[src/rtl/sr_univ_if.sv]
// Bus bundle for the universal shift register: control/data in, register view and status out.
// state_dbg exposes the controller state so checkers can bind without reaching into the block.
interface sr_univ_if #(
    parameter int WIDTH = 8,
    parameter int CNT_W = 4
);
    logic [1:0]       mode;
    logic             load;
    logic [WIDTH-1:0] pi;
    logic             si;
    logic             start;
    logic [CNT_W-1:0] len;
    logic [WIDTH-1:0] po;
    logic             so;
    logic             busy;
    logic             done;
    logic [1:0]       state_dbg;

    modport master (
        output mode, load, pi, si, start, len,
        input  po, so, busy, done, state_dbg
    );

    modport slave (
        input  mode, load, pi, si, start, len,
        output po, so, busy, done, state_dbg
    );
endinterface

[src/rtl/sr_univ.sv]
// Parametrised universal shift register with parallel load, four shift/rotate modes
// and a counted burst controller reporting busy/done.
module sr_univ #(
    parameter int WIDTH = 8,
    parameter int CNT_W = 4
) (
    input  logic     clk,
    input  logic     rst,
    sr_univ_if.slave bus
);

    // Handshake: start (with mode/len) is accepted only on an IDLE edge with load low.
    // busy is high for the len cycles in which shifts happen; done pulses for one cycle
    // afterwards; the block returns to IDLE one cycle after done and never raises both.
    typedef enum logic [1:0] {
        S_IDLE  = 2'd0,
        S_SHIFT = 2'd1,
        S_DONE  = 2'd2
    } state_t;

    state_t           state_q, state_d;
    logic [WIDTH-1:0] sr_q, sr_d, sr_op;
    logic [CNT_W-1:0] cnt_q, cnt_d;
    logic [1:0]       mode_q, mode_d;
    logic             busy_q, done_q;

    // One step of the latched operation; si only matters in the shift modes.
    always_comb begin
        sr_op = sr_q;
        case (mode_q)
            2'b00:   sr_op = {sr_q[WIDTH-2:0], bus.si};
            2'b01:   sr_op = {bus.si, sr_q[WIDTH-1:1]};
            2'b10:   sr_op = {sr_q[WIDTH-2:0], sr_q[WIDTH-1]};
            default: sr_op = {sr_q[0], sr_q[WIDTH-1:1]};
        endcase
    end

    always_comb begin
        state_d = state_q;
        sr_d    = sr_q;
        cnt_d   = cnt_q;
        mode_d  = mode_q;
        case (state_q)
            S_IDLE: begin
                if (bus.load) begin
                    sr_d = bus.pi;
                end else if (bus.start) begin
                    mode_d = bus.mode;
                    if (bus.len != '0) begin
                        cnt_d   = bus.len;
                        state_d = S_SHIFT;
                    end else begin
                        state_d = S_DONE;
                    end
                end
            end
            S_SHIFT: begin
                sr_d  = sr_op;
                cnt_d = cnt_q - CNT_W'(1);
                if (cnt_q == CNT_W'(1)) begin
                    state_d = S_DONE;
                end
            end
            S_DONE: begin
                state_d = S_IDLE;
            end
            default: begin
                state_d = S_IDLE;
            end
        endcase
    end

    always_ff @(posedge clk or negedge rst) begin
        if (!rst) begin
            state_q <= S_IDLE;
            sr_q    <= '0;
            cnt_q   <= '0;
            mode_q  <= 2'b00;
            busy_q  <= 1'b0;
            done_q  <= 1'b0;
        end else begin
            state_q <= state_d;
            sr_q    <= sr_d;
            cnt_q   <= cnt_d;
            mode_q  <= mode_d;
            busy_q  <= (state_d == S_SHIFT);
            done_q  <= (state_d == S_DONE);
        end
    end

    // Serial output tracks the end the latched mode shifts out of.
    assign bus.po        = sr_q;
    assign bus.so        = mode_q[0] ? sr_q[0] : sr_q[WIDTH-1];
    assign bus.busy      = busy_q;
    assign bus.done      = done_q;
    assign bus.state_dbg = state_q;

endmodule

[src/flat_wrapper.sv]
// flat-port wrapper written by rule: the top's interface ports become plain ports
module sr_univ_flat 
#(
    parameter int WIDTH = 8,
    parameter int CNT_W = 4
)
  (clk, rst, bus_mode, bus_load, bus_pi, bus_si, bus_start, bus_len, bus_po, bus_so, bus_busy, bus_done, bus_state_dbg);
  sr_univ_if #(.WIDTH(WIDTH), .CNT_W(CNT_W)) bus_i ();
  input  logic clk;
  input  logic rst;
  input wire logic [$bits(bus_i.mode)-1:0] bus_mode;
  input wire logic [$bits(bus_i.load)-1:0] bus_load;
  input wire logic [$bits(bus_i.pi)-1:0] bus_pi;
  input wire logic [$bits(bus_i.si)-1:0] bus_si;
  input wire logic [$bits(bus_i.start)-1:0] bus_start;
  input wire logic [$bits(bus_i.len)-1:0] bus_len;
  output wire logic [$bits(bus_i.po)-1:0] bus_po;
  output wire logic [$bits(bus_i.so)-1:0] bus_so;
  output wire logic [$bits(bus_i.busy)-1:0] bus_busy;
  output wire logic [$bits(bus_i.done)-1:0] bus_done;
  output wire logic [$bits(bus_i.state_dbg)-1:0] bus_state_dbg;
  assign bus_i.mode = bus_mode;
  assign bus_i.load = bus_load;
  assign bus_i.pi = bus_pi;
  assign bus_i.si = bus_si;
  assign bus_i.start = bus_start;
  assign bus_i.len = bus_len;
  assign bus_po = bus_i.po;
  assign bus_so = bus_i.so;
  assign bus_busy = bus_i.busy;
  assign bus_done = bus_i.done;
  assign bus_state_dbg = bus_i.state_dbg;
  sr_univ #(.WIDTH(WIDTH), .CNT_W(CNT_W)) u_core (.clk(clk), .rst(rst), .bus(bus_i));
endmodule
[config.mk]
export PLATFORM = sky130hd
export DESIGN_NAME = sr_univ_flat
export DESIGN_NICKNAME = d
export VERILOG_FILES = /design/src/rtl/sr_univ_if.sv /design/src/rtl/sr_univ.sv /design/src/flat_wrapper.sv
export SDC_FILE = /design/constraint.sdc
export NUM_CORES = 1
export LEC_CHECK = 0
export ABC_AREA = 1
export CORE_MARGIN = 5
export CORE_UTILIZATION = 46
export DETAILED_ROUTE_END_ITERATION = 8
export GPL_TIMING_DRIVEN = 0
export PLACE_DENSITY = 0.76
export SKIP_LAST_GASP = 1
export SLEW_MARGIN = 5
export SYNTH_ARGS = -nofsm -noshare
export SYNTH_HDL_FRONTEND = slang
export SYNTH_SLANG_ARGS = --single-unit
[constraint.sdc]
create_clock -name clk -period 1.5 [get_ports clk]
set_input_delay 0.3 -clock clk [delete_from_list [all_inputs] [get_ports clk]]
set_output_delay 0.3 -clock clk [all_outputs]
set_load 0.05 [all_outputs]
* After elaboration in Yosys (flattened, before gate mapping) *
Index checks and enable logic that the tools add are counted.

cells by class
  multiplexer cells = 13
  bitwise operators = 1
  eq/ne operators = 10
  reductions and logical operators = 7
  $add $sub $neg = 1

operators with widths
  operator             count
  $pmux 8 s3           1
  $pmux 8 s2           1
  $mux 4               3
  $mux 2               4
  $mux 8               1
  $pmux 4 s2           1
  $eq 2x1->1 const B   3
  $ne 2x2->1 const B   3
  $eq 2x2->1 const B   2
  $eq 4x1->1 const B   1
  $logic_not 2->1      2
  $pmux 2 s2           1
  $reduce_and 4->1     1
  $reduce_bool 4->1    1
  $sub 4x1->4 const B  1
  $reduce_and 3->1     1
  $ne 2x1->1 const B   1
  $reduce_and 2->1     1
  $reduce_bool 2->1    1
  $mux 1               1
  $not 1->1            1

word-level totals
  input bits = 19
  flip-flop bits (word level) = 18
  output and inout port bits = 13

* Depth between registers and ports, before layout *
  depth after elaboration = 6
  mapped depth = 8

* Worst setup path before layout *
Ideal clock, no wire load.

  kind = register to output
  from = reg u_core.sr_q[0] (netlist: u_core.bus.po[0])
  to = out bus_so
  path buffers = 0
  arrival time = 1.849 ns
  required time = 1.200 ns
  slack = -0.649 ns
  stages on the path, launching flop included = 3
  path through = dfrtp_1 -> inv_1 -> o21ai_0

between the ends
  cells in the longest elaborated chain, start to end = 1

ends and longest elaborated chain
  element                 line                text
  from (decl)             sr_univ.sv:22       logic [WIDTH-1:0] sr_q, sr_d, sr_op;
  from (signal assigned)  sr_univ.sv:83       sr_q <= sr_d;
  $mux 1                  sr_univ.sv:93       assign bus.so = mode_q[0] ? sr_q[0] : sr_q[WIDTH-1];
  to (decl)               flat_wrapper.sv:18  output wire logic [$bits(bus_i.so)-1:0] bus_so;

Every way passes these cells.

* Final worst setup path *
  from = reg u_core.mode_q[0]
  to = out bus_so

between the ends
  cells in the longest elaborated chain, start to end = 1

ends and longest elaborated chain
  element                 line           text
  from (decl)             sr_univ.sv:24  logic [1:0] mode_q, mode_d;
  from (signal assigned)  sr_univ.sv:85  mode_q <= mode_d;
  $mux 1                  sr_univ.sv:93

Every way passes these cells.

==> flow_summary.yaml <==
synthesis:
  synth_compound_area_frac: 0.0411
  seq_area_frac_synth: 0.411
  synth_mux_area_frac: 0
  synth_warnings: 0
  synthSimpleGateAreaFrac: 0.437
  syn_area_mm2: 0.00110
  synth_top_cell_by_area: "dfrtp_1"
  ys_ff_latch: 18
  synth.net_count: 186
  synth-xor-area-share: 0
  synth_adder_area_share: 0.0228
  synth_cell_type_count: 17
  avgSynthCellArea_um2: 6.64
  synth_top_area_frac: 0.411
  synth_top_family_by_area: "simple AND/OR/NAND/NOR gates"
  synth.area.top_cells: "dfrtp_1 (41%), nand2_1 (28%), nand3_1 (8.2%)"
  synth_cells: 165
clocking:
  cts_root_buf: "clkbuf_4"
  hold_buffers: 0
  clk_pin_slew_ps: 100
  worstSkewPairLatency_ps: 290
  numCtsBuffers: 3
  cts_buffer_depth: 2
  cts_tree: "yes"
  clock-sinks: 18
  htree_levels: 1
final_layout:
  nets: 225
  area_growth_syn_to_layout_pct: 36.0
  antennaDiodeCount: 0
  fin_cells: 230
  drive_above_1_share: 0.153
  final_common_cell: "nand2_1"
  final_cell_mix: "nand2_1 (80), nand3_1 (18), clkdlybuf4s50_1 (18), dfrtp_1 (18), inv_1 (15)"
  final_cell_area_mm2: 0.00149
worst_setup_path:
  cp_max_fo: 6
  worst_setup_path_end_kind: "output port"
  path_delay_family: "flip-flops"
  reg2reg_depth: 5
  max_stage_delay_ps: 450
  setup.worst_path.class: "reg2out"
  rr_endpoint: "u_core.bus.po[0]"
  rr_startpoint: "u_core.bus.state_dbg[0]"
  required_ps: 1200
  path_buf_inv: 2
  reg2reg_setup_slack_ps: 170
  critPathArrivalTime_ps: 1180
  crit_chain: "inv_4 -> nand2_2 -> o21ai_4 -> buf_6"
  slowest_stage: "dfrtp_1"
  cp-start-kind: "register"
outcome:
  status: "complete, no violations"
timing:
  post-route-min-period_ps: 1480
  skew_ps: 1.20
  hold_viol: 0
  max_freq_ghz: 0.678
  worst_pin_slew_ps: 861
  holdWs_ps: 487
  setup_violations: 0
  period_share: 0.984
  rsz0062_at_grt: "true"
  slew_headroom: 0.424
  drv_slew: 0
global_routing:
  antenna_found_initial: 0
  grt_use_met2: 0.293
  grt_use_met1: 0.234
  gr-usage-met3: 0.0395
  overflow: 0
  gr-max-usage-layer: "met2"
  grt_first_pass_wirelength_mm: 4.80
  track_usage: 0.179
  grt_max_degree: 19
  grt_pass1_vias: 1084
die:
  rows: 17
  boundaryPins: 32
  die_h_um: 58.8
  die_area_mm2: 0.00346
  coreArea_mm2: 0.00223
  initial_core_util: 0.491
  die_w_um: 58.8
power_and_ir_drop:
  p_per_area_mw_per_mm2: 2510
  fin_total_pwr_uw: 3750
  peakVddDrop_mv: 1.60
  p_leak_uw: 0.000806
route:
  wl_mm: 2.87
  drt_iter0_drc: 33
  vias: 1155
  first_pass_iters: 5
  postRouteAntennaNets: 0
  vias_per_cell: 5.02
  drc: 0
  wl_per_cell_um: 12.5
place:
  io_buffers: 31
  placed_area_mm2: 0.00145
  dp_hpwl_mm: 2.11
  place.gp.congestion: 0.819
  dp.cells: 224
job:
  maxCapViolCount: 0
hold_path:
  hold_path.class: "in2async"
[metal layers]
| metal | up-vias | routed length, µm |
|---|---|---|
| met2 | 35 | 1360 |
| met3 | 5 | 183 |
| met1 | 532 | 1280 |
| li1 | 583 | - |
| met4 | 0 | 41 |
| met5 | - | 0 |
[where the power goes]
part	internal, µW	switching [µW]	leakage [µW]
sequential	734	246	0.000221
clock	93.4	146	0.0000138
combinational	833	1700	0.000571
total	1660	2090	0.000806
[state kept, by name, summed over array words and instances (netlist names)]
name / count
u_core.bus.po: 8
u_core.bus.done: 1
u_core.cnt_q: 4
u_core.bus.state_dbg: 2
u_core.bus.busy: 1
u_core.mode_q: 2
[area by class of cell]
cell class                      count  area (µm²)
Fill cell                         215         743
Multi-Input combinational cell    125         563
Sequential cell                    18         450
Timing Repair Buffer               34         320
Inverter                           18        70.1
Tap cell                           28        35.0
Buffer                              4        28.8
Clock buffer                        3        22.5
[timing repair]
| action | 4_1_cts | 5_1_grt |
|---|---|---|
| buffers inserted | 0 | 3 |
| endpoints found under the setup margin | 13 | 5 |
| gates resized for setup | 36 | 12 |
| cloned | 0 | 0 |
[synth_stat cells]
cell and instances:
a21oi_1 1, buf_2 2, buf_4 1, buf_6 1, clkinv_1 1, dfrtp_1 18, ha_1 2, inv_1 15
inv_2 2, nand2_1 81, nand2_2 2, nand3_1 18, nand3_2 1, nand4_1 1, nor2_1 9, nor2_4 2
o21ai_0 8
[stage by stage]
| stage | utilization | worst slack [ps] | TNS (ps) |
|---|---|---|---|
| after floorplan | - | 58.2 | 0 |
| after global placement | 0.650 | -431 | -879 |
| after detailed placement | 0.650 | -431 | -974 |
| after CTS | 0.662 | -230 | -230 |
| after global routing | 0.667 | -18.4 | -18.4 |
| final | 0.667 | 24.5 | 0 |
[kinds of logic after synthesis]
group / after synthesis
flops: 18
fa+ha+maj: 2
simple gates: 114
buf+inv: 22
compound gates: 9
[worst max-delay path by stage]
stage,from,end,slack (ps),cells after the start
after floorplan,u_core.bus.po[0],bus_so,60,2
after global placement,u_core.mode_q[0],bus_so,-430,3
after detailed placement,u_core.mode_q[0],bus_so,-430,3
after CTS,u_core.mode_q[0],bus_so,-230,4
after global routing,u_core.mode_q[0],bus_so,-20,4
final,u_core.mode_q[0],bus_so,20,4
Power figures use the tool's default switching activity.
